$ cat config.mk
export PLATFORM = sky130hd
export DESIGN_NAME = rr_arb_mux
export DESIGN_NICKNAME = d
export VERILOG_FILES = /design/src/rtl/rr_arb_mux.sv
export SDC_FILE = /design/constraint.sdc
export NUM_CORES = 1
export LEC_CHECK = 0
export CAP_MARGIN = 20
export CORE_ASPECT_RATIO = 1.2
export CORE_UTILIZATION = 36
export DETAILED_ROUTE_END_ITERATION = 10
export PLACE_DENSITY = 0.91
export SLEW_MARGIN = 20
export SYNTH_ARGS = -nofsm -noshare
export SYNTH_HDL_FRONTEND = slang
export SYNTH_SLANG_ARGS = --single-unit
export TNS_END_PERCENT = 10
$ cat constraint.sdc
create_clock -name clk -period 1.7 [get_ports clk]
set_input_delay 0.17 -clock clk [delete_from_list [all_inputs] [get_ports clk]]
set_output_delay 0.17 -clock clk [all_outputs]
set_load 0.1 [all_outputs]
$ cat src/rtl/rr_arb_mux.sv
// rr_arb_mux: N-channel round-robin arbiter and multiplexer with valid/ready
// handshakes and a single registered output beat.
// Optional packet lock: define RR_ARB_MUX_LOCK_EN to keep a channel's grant
// from its first beat through the beat carrying in_last=1.
module rr_arb_mux #(
    parameter int N     = 2,
    parameter int Nbits = 32
) (
    input  logic               clk,
    input  logic               resetn,
    input  logic [N-1:0]       in_valid,
    output logic [N-1:0]       in_ready,
    input  logic [N*Nbits-1:0] in_data,
    input  logic [N-1:0]       in_last,
    output logic               out_valid,
    input  logic               out_ready,
    output logic [Nbits-1:0]   out_data,
    output logic               out_last,
    output logic [N-1:0]       out_grant
);

    // Pointer width; a single channel still gets one (constant-zero) bit.
    localparam int PW = (N > 1) ? $clog2(N) : 1;

    logic             out_valid_q, out_valid_d;
    logic [Nbits-1:0] out_data_q,  out_data_d;
    logic             out_last_q,  out_last_d;
    logic [N-1:0]     out_grant_q, out_grant_d;
    logic [PW-1:0]    ptr_q,       ptr_d;

    logic             load;
    logic             take;
    logic             win_found;
    logic [PW-1:0]    win_idx;
    logic [PW-1:0]    cand_idx;
    int               cand;
    logic [Nbits-1:0] chan_data [N];

`ifdef RR_ARB_MUX_LOCK_EN
    logic             lock_q,    lock_d;
    logic [PW-1:0]    lock_ch_q, lock_ch_d;
`endif

    // Slice the flat input data bus into one word per channel.
    generate
        for (genvar gi = 0; gi < N; gi++) begin : g_chan
            assign chan_data[gi] = in_data[gi*Nbits +: Nbits];
            assign in_ready[gi]  = take && (win_idx == PW'(gi));
        end
    endgenerate

    // The output slot can accept a new beat when empty or draining this cycle.
    assign load = !out_valid_q || out_ready;
    assign take = load && win_found;

    // Find the first valid channel starting at ptr and wrapping around.
    always_comb begin
        win_found = 1'b0;
        win_idx   = '0;
        cand      = 0;
        cand_idx  = '0;
        for (int k = 0; k < N; k++) begin
            cand = int'(ptr_q) + k;
            if (cand >= N) begin
                cand = cand - N;
            end
            cand_idx = PW'(cand);
            if (!win_found && in_valid[cand_idx]) begin
                win_found = 1'b1;
                win_idx   = cand_idx;
            end
        end
`ifdef RR_ARB_MUX_LOCK_EN
        // A locked packet owns the port even while its channel is idle.
        if (lock_q) begin
            win_found = in_valid[lock_ch_q];
            win_idx   = lock_ch_q;
        end
`endif
    end

    // Next state of the output beat register and the priority pointer.
    always_comb begin
        out_valid_d = out_valid_q;
        out_data_d  = out_data_q;
        out_last_d  = out_last_q;
        out_grant_d = out_grant_q;
        ptr_d       = ptr_q;
`ifdef RR_ARB_MUX_LOCK_EN
        lock_d      = lock_q;
        lock_ch_d   = lock_ch_q;
`endif
        if (take) begin
            out_valid_d = 1'b1;
            out_data_d  = chan_data[win_idx];
            out_last_d  = in_last[win_idx];
            out_grant_d = in_ready;
            if (N == 1) begin
                ptr_d = '0;
            end else if (win_idx == PW'(N - 1)) begin
                ptr_d = '0;
            end else begin
                ptr_d = win_idx + 1'b1;
            end
`ifdef RR_ARB_MUX_LOCK_EN
            if (!in_last[win_idx]) begin
                lock_d    = 1'b1;
                lock_ch_d = win_idx;
            end else begin
                lock_d    = 1'b0;
            end
`endif
        end else if (out_ready) begin
            // Beat drained with nothing replacing it; payload is left as is.
            out_valid_d = 1'b0;
        end
    end

    // State registers; reset discards any held beat immediately.
    always_ff @(posedge clk or negedge resetn) begin
        if (!resetn) begin
            out_valid_q <= 1'b0;
            out_data_q  <= '0;
            out_last_q  <= 1'b0;
            out_grant_q <= '0;
            ptr_q       <= '0;
`ifdef RR_ARB_MUX_LOCK_EN
            lock_q      <= 1'b0;
            lock_ch_q   <= '0;
`endif
        end else begin
            out_valid_q <= out_valid_d;
            out_data_q  <= out_data_d;
            out_last_q  <= out_last_d;
            out_grant_q <= out_grant_d;
            ptr_q       <= ptr_d;
`ifdef RR_ARB_MUX_LOCK_EN
            lock_q      <= lock_d;
            lock_ch_q   <= lock_ch_d;
`endif
        end
    end

    assign out_valid = out_valid_q;
    assign out_data  = out_data_q;
    assign out_last  = out_last_q;
    assign out_grant = out_grant_q;

endmodule

==> impl_metrics.env <==
export IMPL_drive_above_1_share=0.264
export IMPL_diodes=0
export IMPL_synth_enable_flop_cells=0
export IMPL_initial_core_util=0.379
export IMPL_p_comb_frac=0.508
export IMPL_p_per_area_mw_per_mm2=1250
export IMPL_clock_sinks=37
export IMPL_dp_slack_ns=0.0631
export IMPL_hp_class="primary input to async pin"
export IMPL_fp_dieH_um=75.9
export IMPL_route_met2_wl_um=2580
export IMPL_antenna_found_initial=0
export IMPL_port_buffers=108
export IMPL_grt_first_pass_wirelength_um=8600
export IMPL_rows=26
export IMPL_synth_seq_area_share=0.564
export IMPL_clock_skew_final_ns=0.0131
export IMPL_rr_worst_depth=4
export IMPL_intPower_mw=1.87
export IMPL_first_global_vias=1677
export IMPL_final_nets=312
export IMPL_rsz0062_at_grt="false"
export IMPL_path_max_fanout=14
export IMPL_dr_pass1_iters=4
export IMPL_startpoint="out_valid$_DFFE_PN0P_"
export IMPL_synth_nets=199
export IMPL_place_area_sq_mm=0.00274
export IMPL_setup_slack_ns=0.0707
export IMPL_p_sw_frac=0.480
export IMPL_seq_power_share=0.311
export IMPL_synth_warnings=0
export IMPL_drv_slew=0
export IMPL_critical_path_arrival_ns=1.46
export IMPL_overflow=0
export IMPL_ys_top_cells_by_area="dfrtp_1 (56%), a221o_1 (20%), and3_1 (13%)"
export IMPL_wl_per_cell_um=17.7
export IMPL_rrSetupSlack_ns=0.16
export IMPL_crit_path_end_kind="primary output"
export IMPL_totalWireLength_um=5260
export IMPL_syn_area_sq_mm=0.00164
export IMPL_synth_cells=128
export IMPL_dieArea_sq_mm=0.00483
export IMPL_synth_top_cell_by_area="dfrtp_1"
export IMPL_m1WireLength_um=2200
export IMPL_period_share=0.958
export IMPL_critical_path_class="flop to primary output"
export IMPL_root_buffer="clkbuf_8"
export IMPL_die_x_um=63.6
export IMPL_grtUsageTotal=0.233
export IMPL_leakagePower_nw=1.40
export IMPL_clkLatencyLatePin_ns=0.30
export IMPL_yosysMostFrequentCell="dfrtp_1"
export IMPL_wl_met3_um=313
export IMPL_async_flop_share=1.00
export IMPL_coreArea_sq_mm=0.00433
export IMPL_status="complete, no violations"
export IMPL_clkTransAtPathRegs_ns=0.08
export IMPL_synth_common_cells="dfrtp_1 (37), a221o_1 (33), and3_1 (33)"
export IMPL_worstPathRequired_ns=1.53
export IMPL_path_cells="nand2b_4, buf_4, and2_4, buf_12"
export IMPL_area_growth_pct=75.7
export IMPL_worst_pin_slew_ns=0.376
export IMPL_reg2reg_from="ptr_q$_DFFE_PN0P_"
export IMPL_h_tree_depth=2
export IMPL_r2r_end="out_data[14]$_DFFE_PN0P_"
export IMPL_avgSynthCellArea_sq_um=12.8
export IMPL_nFillCells=338
export IMPL_numCtsBuffers=5
export IMPL_drc=0
export IMPL_viasPerCell=5.45
export IMPL_cts_tree="built"
export IMPL_p_clk_frac=0.181
export IMPL_period_minus_slack_ns=1.63
export IMPL_maxCapViolations=0
export IMPL_slew_headroom=0.749
export IMPL_yosysUniqueCellTypes=15
export IMPL_p_sw_mw=1.73
export IMPL_setup_violations=0
export IMPL_postLayoutCellArea_sq_mm=0.00288
export IMPL_fmax_mhz=614
export IMPL_ctsLongestPathBuffers=2
export IMPL_critPathMaxStageDelay_ns=0.50
export IMPL_vias=1625
export IMPL_start_kind="flop"
export IMPL_crit_path_end="in_ready[0]"
export IMPL_grt_max_degree=23
export IMPL_regArea_sq_um=930
export IMPL_synth_seq_cells=37
export IMPL_multi_input_area_sq_um=642
export IMPL_dr_first_iter_drc_count=144
export IMPL_dp_hpwl_um=3710
export IMPL_final_hold_viol_count=0
export IMPL_gp_congestion=0.804
export IMPL_crit_slowest_cell="dfrtp_4"
export IMPL_top_layer="met4"
export IMPL_vdd_ir_drop_max_mv=0.529
export IMPL_ios=109
export IMPL_antenna_left=0
export IMPL_yosys_area_top_type_share=0.564
export IMPL_ys_dominant_reg_cell="dfrtp_1"
## cells by family after synthesis
logic type             synth area share
buffers and inverters            0.0572
flip-flops                        0.564
AND/OR/NAND/NOR                   0.153
AO/OA/AOI/OAI                     0.225
## layer usage
metal	up-vias	GRT usage
met3	13	0.0452
li1	745	-
met4	0	0.109
met2	80	0.366
met5	-	0
met1	787	0.305
## critical path: cells and delay by family (launching register included)
family                 cells  cell delay [ns]
flip-flops                 1             0.50
AND/OR/NAND/NOR            2             0.31
buffers and inverters      2             0.36
## state kept, by name (all words and copies together) (netlist names)
signal and cells:
out_data 32, out_grant 2, out_last 1, out_valid 1
ptr_q 1
## stage by stage
stage | utilization | hold slack [ns] | std cells | TNS, ns | total power [mW]
after global routing | 0.666 | 0.361 | 298 | 0 | 3.72
final | 0.666 | 0.322 | 298 | 0 | 3.60
after global placement | 0.632 | 0.108 | 285 | 0 | 2.91
after floorplan | - | -0.126 | 128 | -0.266 | 2.40
after detailed placement | 0.632 | 0.111 | 285 | 0 | 2.94
after CTS | 0.658 | 0.332 | 295 | 0 | 3.59
## power by group through the flow
stage | logic, mW | clock network, mW | registers (mW)
after floorplan | 0.268 | 0 | 2.13
after global placement | 1.79 | 0 | 1.13
after detailed placement | 1.81 | 0 | 1.13
after CTS | 1.82 | 0.656 | 1.11
after global routing | 1.88 | 0.706 | 1.13
final | 1.83 | 0.650 | 1.12
## placed cells by master, fill, tap and decap left out
cell type and n:
dfrtp_1 36, nand2b_1 1, buf_2 1, buf_4 41, clkinv_2 1, nor2_1 1, and3_4 1, clkbuf_8 6
and3_1 33, buf_6 1, a221o_1 33, clkdlybuf4s50_1 69, a21boi_4 1, buf_12 6, a21o_1 3, nand2_1 1
o21ai_2 1, nand2b_4 1, dfrtp_4 1, dlygate4sd3_1 1, and2_4 1, clkinv_4 1, and3_2 1
## how the worst min path moves through the flow
stage / endpoint / slack [ns]
after CTS: out_data[30]$_DFFE_PN0P_ / 0.33
after floorplan: out_data[0]$_DFFE_PN0P_ / -0.13
after detailed placement: out_data[19]$_DFFE_PN0P_ / 0.11
after global placement: out_data[19]$_DFFE_PN0P_ / 0.11
after global routing: out_data[24]$_DFFE_PN0P_ / 0.36
final: out_data[24]$_DFFE_PN0P_ / 0.32
## area by class of cell
type                            count  area share
Timing Repair Buffer              119       0.397
Clock buffer                        6      0.0286
Clock inverter                      2     0.00477
Sequential cell                    37       0.322
Tap cell                           56      0.0243
Multi-Input combinational cell     78       0.223
## timing repair
item                                    4_1_cts  5_1_grt
pin swaps                                     1        0
cloned                                        1        0
hold buffers                                  1        0
endpoints found under the hold margin        16        0
setup buffers                                 0        3
resized for setup                             0        2
endpoints found under the setup margin        1        2
Note: power is estimated with default switching activity, not from simulation.
